`config.mk`:
```
export PLATFORM = sky130hd
export DESIGN_NAME = imem_loader
export DESIGN_NICKNAME = d
export VERILOG_FILES = /design/src/rtl/imem_loader_pkg.sv /design/src/rtl/imem_loader.sv
export SDC_FILE = /design/constraint.sdc
export NUM_CORES = 1
export LEC_CHECK = 0
export BUFFER_PORTS_ARGS = -buffer_cell sky130_fd_sc_hd__buf_2
export CAP_MARGIN = 10
export CELL_PAD_IN_SITES_DETAIL_PLACEMENT = 1
export CELL_PAD_IN_SITES_GLOBAL_PLACEMENT = 1
export CORE_AREA = 5 5 138 140
export CTS_CLUSTER_DIAMETER = 50
export DETAILED_ROUTE_END_ITERATION = 7
export DIE_AREA = 0 0 143 145
export PLACE_DENSITY = 0.74
export SYNTH_ARGS = -nofsm -noshare
export SYNTH_HDL_FRONTEND = slang
export SYNTH_SLANG_ARGS = --single-unit
```
`constraint.sdc`:
```
create_clock -name clk -period 4.6 [get_ports clk]
set_input_delay 0.69 -clock clk [delete_from_list [all_inputs] [get_ports clk]]
set_output_delay 0.69 -clock clk [all_outputs]
set_load 0.05 [all_outputs]
```
`src/rtl/imem_loader_pkg.sv`:
```
// Shared types and constants for the instruction-memory loader.
// Imported by imem_loader and by anything that needs to decode its state.
package imem_loader_pkg;

  typedef enum logic [1:0] {
    IDLE,
    RECV,
    WRITE,
    DONE
  } loader_state_t;

  localparam int BYTES_PER_WORD = 4;
  localparam int ADDR_STEP      = 4;

endpackage

```
`src/rtl/imem_loader.sv`:
```
// Runtime program loader: packs a big-endian byte stream into 32-bit words and
// writes them into instruction memory while holding the CPU in reset.
module imem_loader
  import imem_loader_pkg::*;
#(
  parameter int MEM_SIZE  = 256,
  parameter int BASE_ADDR = 0
) (
  input  logic        clk,
  input  logic        reset,
  input  logic        start,
  input  logic [15:0] num_words,
  input  logic        byte_valid,
  input  logic [7:0]  byte_data,
  output logic        byte_ready,
  output logic        wr_en,
  output logic [31:0] wr_addr,
  output logic [31:0] wr_data,
  output logic        busy,
  output logic        done,
  output logic        error,
  output logic        cpu_hold
);

  localparam logic [31:0] MAX_WORDS = 32'((MEM_SIZE - BASE_ADDR) / BYTES_PER_WORD);
  localparam logic [31:0] BASE      = 32'(BASE_ADDR);
  localparam logic [31:0] STEP      = 32'(ADDR_STEP);
  localparam logic [1:0]  LAST_BYTE = 2'(BYTES_PER_WORD - 1);

  loader_state_t state_q, state_d;
  logic [15:0]   count_q, count_d;
  logic [15:0]   word_cnt_q, word_cnt_d;
  logic [31:0]   addr_q, addr_d;
  logic [1:0]    byte_cnt_q, byte_cnt_d;
  // Only the three leading bytes need storing; the fourth is taken straight off the bus.
  logic [23:0]   word_q, word_d;

  logic        byte_ready_d;
  logic        wr_en_d;
  logic [31:0] wr_addr_d;
  logic [31:0] wr_data_d;
  logic        busy_d;
  logic        done_d;
  logic        error_d;
  logic        cpu_hold_d;

  logic        accept;
  logic [31:0] packed_word;

  assign accept      = byte_valid && byte_ready;
  assign packed_word = {word_q, byte_data};

  always_ff @(posedge clk or posedge reset) begin
    if (reset) begin
      state_q    <= IDLE;
      count_q    <= '0;
      word_cnt_q <= '0;
      addr_q     <= '0;
      byte_cnt_q <= '0;
      word_q     <= '0;
      byte_ready <= 1'b0;
      wr_en      <= 1'b0;
      wr_addr    <= '0;
      wr_data    <= '0;
      busy       <= 1'b0;
      done       <= 1'b0;
      error      <= 1'b0;
      cpu_hold   <= 1'b0;
    end else begin
      state_q    <= state_d;
      count_q    <= count_d;
      word_cnt_q <= word_cnt_d;
      addr_q     <= addr_d;
      byte_cnt_q <= byte_cnt_d;
      word_q     <= word_d;
      byte_ready <= byte_ready_d;
      wr_en      <= wr_en_d;
      wr_addr    <= wr_addr_d;
      wr_data    <= wr_data_d;
      busy       <= busy_d;
      done       <= done_d;
      error      <= error_d;
      cpu_hold   <= cpu_hold_d;
    end
  end

  // Every output is computed one cycle early so that it leaves a flop.
  always_comb begin
    state_d      = state_q;
    count_d      = count_q;
    word_cnt_d   = word_cnt_q;
    addr_d       = addr_q;
    byte_cnt_d   = byte_cnt_q;
    word_d       = word_q;
    byte_ready_d = byte_ready;
    wr_en_d      = 1'b0;
    wr_addr_d    = wr_addr;
    wr_data_d    = wr_data;
    busy_d       = busy;
    done_d       = 1'b0;
    error_d      = error;
    cpu_hold_d   = cpu_hold;

    case (state_q)
      IDLE: begin
        if (start) begin
          if (num_words == 16'd0) begin
            done_d  = 1'b1;
            error_d = 1'b0;
          end else if (32'(num_words) > MAX_WORDS) begin
            error_d = 1'b1;
          end else begin
            count_d      = num_words;
            addr_d       = BASE;
            byte_cnt_d   = '0;
            word_cnt_d   = '0;
            word_d       = '0;
            error_d      = 1'b0;
            busy_d       = 1'b1;
            cpu_hold_d   = 1'b1;
            byte_ready_d = 1'b1;
            state_d      = RECV;
          end
        end
      end

      RECV: begin
        if (accept) begin
          word_d     = packed_word[23:0];
          byte_cnt_d = byte_cnt_q + 2'd1;
          if (byte_cnt_q == LAST_BYTE) begin
            byte_ready_d = 1'b0;
            wr_en_d      = 1'b1;
            wr_addr_d    = addr_q;
            wr_data_d    = packed_word;
            state_d      = WRITE;
          end
        end
      end

      WRITE: begin
        addr_d     = addr_q + STEP;
        word_cnt_d = word_cnt_q + 16'd1;
        byte_cnt_d = '0;
        if (word_cnt_q + 16'd1 == count_q) begin
          done_d     = 1'b1;
          busy_d     = 1'b0;
          cpu_hold_d = 1'b0;
          state_d    = DONE;
        end else begin
          byte_ready_d = 1'b1;
          state_d      = RECV;
        end
      end

      DONE: begin
        state_d = IDLE;
      end

      default: begin
        state_d = IDLE;
      end
    endcase
  end

endmodule

```
Word level (Yosys, flattened, before mapping)
Index checks and enable logic that the tools add are counted.

Word-level logic and storage cells: 89. Bits of input ports: 28. Register bits: 161. Output and inout port bits: 70.

Eq/ne operators: 12. $lt $le $gt $ge: 1. Muxes and demuxes: 43. $add $sub $neg: 3. Reduce and logical (&&, ||, !) cells: 15. Bitwise logic cells: 2.

Operator list (count): $mux W24 (4); $mux W32 (3); $pmux W32 S2 (1); $mux W16 (3); $pmux W24 S2 (1); $add A32 B3 Y32 const B (1); $pmux W16 S2 (1); $mux W2 (10); $reduce_and A5 Y1 (4); $add A16 B1 Y16 const B (1); $eq A16 B16 Y1 (1); $gt A16 B7 Y1 const B (1); $logic_not A16 Y1 (1); $mux W1 (15); $ne A2 B2 Y1 const B (7); $pmux W2 S4 (1); $reduce_and A4 Y1 (2); $reduce_and A7 Y1 (1); $eq A2 B2 Y1 const B (3); $pmux W2 S3 (1); $pmux W1 S2 (2); $reduce_bool A2 Y1 (2); $pmux W1 S3 (1); $reduce_and A3 Y1 (1); 7 further kinds (8).

Logic depth before layout (Yosys ltp)
Depth after elaboration: 5. Depth in mapped cells: 9. Mapped depth without buffers: 7.

Worst setup path before layout
OpenSTA, ideal clock, no wires.

Path kind: input to register. Start point: in num_words[1]. End point: reg word_q[0]. Path slack: 1.770 ns. Arrival time: 2.709 ns. Data required time: 4.479 ns. Stages: 7. Library setup time: 0.121 ns. Buffers on the path: 2. Cells stage by stage: or4_4 o31a_1 or4_4 a21o_1 clkbuf_1 buf_2 a22o_1.

Word-level cells in the longest chain between the ends: 3. Elaborated cells on any way between the ends: 5. Classes of those cells: 1 x order compare; 2 x eq/ne; 2 x reduce/logical.

RTL lines: from (decl) (RTL line imem_loader.sv:12) `input logic [15:0] num_words,`; $gt A16 B7 Y1 / $logic_not A16 Y1 (equally long branches) (RTL line imem_loader.sv:110, imem_loader.sv:107); $ne A2 B2 Y1 (no line); $reduce_and A5 Y1 (no line) (*); to (signal assigned) (RTL line imem_loader.sv:75) `word_q <= word_d;`; to (decl) (RTL line imem_loader.sv:36) `logic [23:0] word_q, word_d;`.

Every way passes the cells marked *; elsewhere a longest branch is shown, timed or not. A chain may end at the register's enable or synchronous reset.

Final worst setup path
Start point: reg word_cnt_q[2]. End point: reg byte_ready.

Word-level cells in the longest chain between the ends: 4.

RTL lines: from (decl) (RTL line imem_loader.sv:32) `logic [15:0] word_cnt_q, word_cnt_d;`; from (signal assigned) (RTL line imem_loader.sv:72) `word_cnt_q <= word_cnt_d;`; $add A16 B1 Y16 (RTL line imem_loader.sv:145) `if (word_cnt_q + 16'd1 == count_q) begin`; $eq A16 B16 Y1 (RTL line imem_loader.sv:145); $ne A2 B2 Y1 (no line); $reduce_and A7 Y1 (no line); to (signal assigned) (RTL line imem_loader.sv:76) `byte_ready <= byte_ready_d;`; to (decl) (RTL line imem_loader.sv:15) `output logic byte_ready,`.

Every way passes these cells.

==> flow_results.xml <==
<?xml version="1.0" encoding="UTF-8"?>
<metrics>
  <group name="sta">
    <metric name="worst_slew_pin_slew" unit="ns">1.070</metric>
    <metric name="grt_setup_unrepaired" unit="">no</metric>
    <metric name="worst_slew_margin_rel" unit="">0.2864</metric>
    <metric name="final.setup.worst_slack" unit="ns">1.570</metric>
    <metric name="timing.final.crit_period" unit="ns">3.030</metric>
    <metric name="maxClockFrequency" unit="MHz">330.0</metric>
    <metric name="finalMaxSlewViolations" unit="">0</metric>
    <metric name="setup_viol_count_final" unit="">0</metric>
    <metric name="finalClockSkew" unit="ns">0.01169</metric>
    <metric name="final_hold_viol_count" unit="">0</metric>
    <metric name="final.period_utilization" unit="">0.6588</metric>
    <metric name="totalNegativeSetupSlack" unit="ns">0</metric>
  </group>
  <group name="floorplanning">
    <metric name="rows" unit="">49</metric>
    <metric name="core_region_area" unit="mm²">0.01772</metric>
    <metric name="die-width" unit="µm">143</metric>
    <metric name="initial_core_utilization" unit="">0.3998</metric>
    <metric name="die_area" unit="mm²">0.02074</metric>
    <metric name="die_h" unit="µm">145</metric>
    <metric name="pin_count" unit="">98</metric>
  </group>
  <group name="synth">
    <metric name="syn-mean-instance-area" unit="µm²">11.75</metric>
    <metric name="cell_with_the_most_instances_after_synthesis" unit="">sky130_fd_sc_hd__dfrtp_1</metric>
    <metric name="netlist_top_cells_area" unit="">sky130_fd_sc_hd__dfrtp_1, sky130_fd_sc_hd__mux2_2, sky130_fd_sc_hd__xnor2_1, sky130_fd_sc_hd__a22o_1, sky130_fd_sc_hd__o21ai_0</metric>
    <metric name="synth_top_area_share" unit="">0.5547</metric>
    <metric name="ys_types" unit="">58</metric>
    <metric name="synth_enable_flop_cells" unit="">0</metric>
    <metric name="synth.yosys.warnings" unit="">0</metric>
    <metric name="cell_area_synth" unit="mm²">0.007083</metric>
    <metric name="syn_inst" unit="">603</metric>
    <metric name="postSynthRegisterBits" unit="">157</metric>
    <metric name="most_used_dff_post_synth" unit="">sky130_fd_sc_hd__dfrtp_1</metric>
    <metric name="yosysSeqAreaShare" unit="">0.5547</metric>
    <metric name="synth_top_cell_by_area" unit="">sky130_fd_sc_hd__dfrtp_1</metric>
    <metric name="netlist_top_cells_count" unit="">sky130_fd_sc_hd__dfrtp_1, sky130_fd_sc_hd__mux2_2, sky130_fd_sc_hd__nor2_1</metric>
    <metric name="async_flop_share" unit="">1.000</metric>
  </group>
  <group name="setup_path">
    <metric name="worst_r2r_endpoint" unit="">byte_ready</metric>
    <metric name="cp_data_arrival_time" unit="ns">3.35</metric>
    <metric name="cp-end-kind" unit="">flop</metric>
    <metric name="critPathCapture" unit="">byte_ready</metric>
    <metric name="worstSetupStartpoint" unit="">word_cnt_q[2]</metric>
    <metric name="worst_setup_path_start_kind" unit="">flop</metric>
    <metric name="reg2reg_depth" unit="">6</metric>
    <metric name="source_of_the_worst_register_to_register_timing_path" unit="">word_cnt_q[2]</metric>
    <metric name="critPathKind" unit="">reg -&gt; reg</metric>
    <metric name="critical_path_required" unit="ns">4.92</metric>
    <metric name="regToRegSetupSlack" unit="ns">1.57</metric>
    <metric name="cp_max_fo" unit="">11</metric>
  </group>
  <group name="global_routing">
    <metric name="grt-ovfl-total" unit="">0</metric>
    <metric name="wire_length_of_the_first_global_routing_pass" unit="mm">29.01</metric>
    <metric name="maximum_number_of_pins_on_one_net_before_global_route_repair" unit="">79</metric>
    <metric name="via_count_of_the_first_global_routing_pass" unit="">5500</metric>
    <metric name="grt_util_all_layers" unit="">0.1744</metric>
    <metric name="grt_antenna_before_repair" unit="">0</metric>
  </group>
  <group name="cells_and_area">
    <metric name="finish.net_count" unit="">717</metric>
    <metric name="layout-area-overhead-vs-synth" unit="%">17.70</metric>
    <metric name="antenna_cells_inserted" unit="">0</metric>
    <metric name="final_layout_size_suffix_gt1_frac" unit="">0.3233</metric>
  </group>
  <group name="clock_tree">
    <metric name="post_cts_resized" unit="">0</metric>
    <metric name="clockBufferDepth" unit="">2</metric>
    <metric name="cts.root.buffer_cell" unit="">sky130_fd_sc_hd__clkbuf_16</metric>
    <metric name="cts.hold.buffers_added" unit="">0</metric>
    <metric name="clock-sinks" unit="">157</metric>
    <metric name="clock_buffers_created_by_tritoncts" unit="">17</metric>
    <metric name="worst_setup_hold_path_clk_slew" unit="ns">0.07</metric>
    <metric name="insertion_delay" unit="ns">0.44</metric>
    <metric name="cts_tree" unit="">yes</metric>
    <metric name="h-tree-depth" unit="">4</metric>
    <metric name="cts_post_setup_buffers_inserted" unit="">0</metric>
  </group>
  <group name="detailed_routing">
    <metric name="antenna_violating_nets_post_route" unit="">0</metric>
    <metric name="vias_post_dr" unit="">5032</metric>
    <metric name="drt-vias-per-instance" unit="">5.422</metric>
    <metric name="drc" unit="">0</metric>
    <metric name="number_of_detailed_routing_iterations_run_before_antenna_repair" unit="">4</metric>
    <metric name="totalWireLength" unit="mm">17.52</metric>
    <metric name="routedWlPerCell" unit="µm">18.88</metric>
    <metric name="drt_iter0_markers" unit="">290</metric>
  </group>
  <group name="placement">
    <metric name="buffer_ports.inserted" unit="">95</metric>
    <metric name="dp.final_hpwl" unit="mm">11.86</metric>
    <metric name="pre_cts_slack" unit="ns">1.126</metric>
    <metric name="gp_congestion" unit="">0.8010</metric>
  </group>
  <group name="pwr">
    <metric name="vdd_ir_drop_max" unit="V">0.0002583</metric>
    <metric name="pwr_cell_area" unit="mW/mm²">336.1</metric>
    <metric name="power.leakage" unit="nW">3.973</metric>
  </group>
  <group name="worst_hold_path">
    <metric name="min-delay-path-class" unit="">in -&gt; async</metric>
  </group>
  <group name="flow_run">
    <metric name="drv.max_cap_violation_count" unit="">0</metric>
  </group>
  <group name="outcome">
    <metric name="status" unit="">completed</metric>
  </group>
</metrics>
## cell usage in the layout (no fill, tap or decap), drive strengths merged, types with 15 or more instances in the layout
cell type	instances
nor3	15
a22o	25
o21ai	35
mux2	66
buf	103
nand3	19
xnor2	37
nor2	44
inv	18
nand2	33
clkbuf	17
dfrtp	157
## how the worst min path moves through the flow
stage                 startpoint     endpoint  slack [ns]  depth (start not counted)
detailed placement    word_q[22]   word_q[22]        0.48                          1
finish                     reset    addr_q[4]        0.49                          2
global route        byte_data[5]    word_q[5]        0.48                          2
floorplan             word_q[16]   word_q[16]        0.46                          1
global placement     wr_addr[13]  wr_addr[13]        0.47                          2
CTS                 byte_data[5]    word_q[5]        0.48                          2
## worst max-delay path, cell delays in order, from the launching register on
cell and delay (ns):
sky130_fd_sc_hd__dfrtp_1 0.53, sky130_fd_sc_hd__nand3_1 0.38, sky130_fd_sc_hd__nor3_1 0.85, sky130_fd_sc_hd__mux2i_1 0.17, sky130_fd_sc_hd__nor4b_1 0.37, sky130_fd_sc_hd__nand4_1 0.34, sky130_fd_sc_hd__a22o_1 0.28
## cell families (layout without fill, tap and decap cells)
group	after synthesis	after routing	synth area share
AOI/OAI and AO/OA	97	97	0.09398
other	1	2	0.0005294
muxes	67	67	0.1063
xor gates and xnor gates	46	46	0.05688
DFF	157	157	0.5547
adders and majority gates	3	3	0.005300
buffers and inverters	49	144	0.03056
and+or+nand+nor	183	183	0.1517
## sequential cells by signal, summed over array words and instances, names as in the netlist
register	flops
addr_q	30
wr_addr	30
wr_en	1
byte_cnt_q	2
word_q	24
byte_ready	1
done	1
wr_data	32
count_q	16
state_q	2
error	1
cpu_hold	1
word_cnt_q	16
## cell type report
| cell class | count | area [µm²] |
|---|---|---|
| fillers | 1903 | 9382 |
| flip-flops and latches | 157 | 3929 |
| multi-input cells | 398 | 2945 |
| repair buffers | 103 | 568.0 |
| clock buffers | 17 | 425.4 |
| well taps | 229 | 286.5 |
| clock inverters | 15 | 145.1 |
| inverters | 9 | 37.54 |
## per-layer routing
metal | wire (µm) | up-vias | track usage
met4 | 182 | 0 | 0.04848
met2 | 9072 | 97 | 0.2949
met5 | 0 | - | 0
met3 | 732 | 19 | 0.04014
met1 | 7533 | 2598 | 0.2240
li1 | - | 2318 | -
## where the power goes
| part | total [mW] | switching, mW | internal [mW] |
|---|---|---|---|
| combinational | 0.0533 | 0.0407 | 0.0126 |
| clock | 1.37 | 0.648 | 0.721 |
| sequential | 1.38 | 0.000378 | 1.38 |
## metrics by stage
step | instance area (µm²) | util | hold slack, ns | power, mW | instances
after floorplan | 7091 | - | 0.4622 | 1.437 | 604
after global placement | 7739 | 0.4368 | 0.4658 | 1.461 | 895
after detailed placement | 7739 | 0.4368 | 0.4844 | 1.463 | 895
after CTS | 8309 | 0.4690 | 0.4803 | 2.829 | 927
after global routing | 8337 | 0.4705 | 0.4805 | 2.916 | 928
final | 8337 | 0.4705 | 0.4873 | 2.802 | 928
No activity file was read; power rests on OpenSTA's default activity.
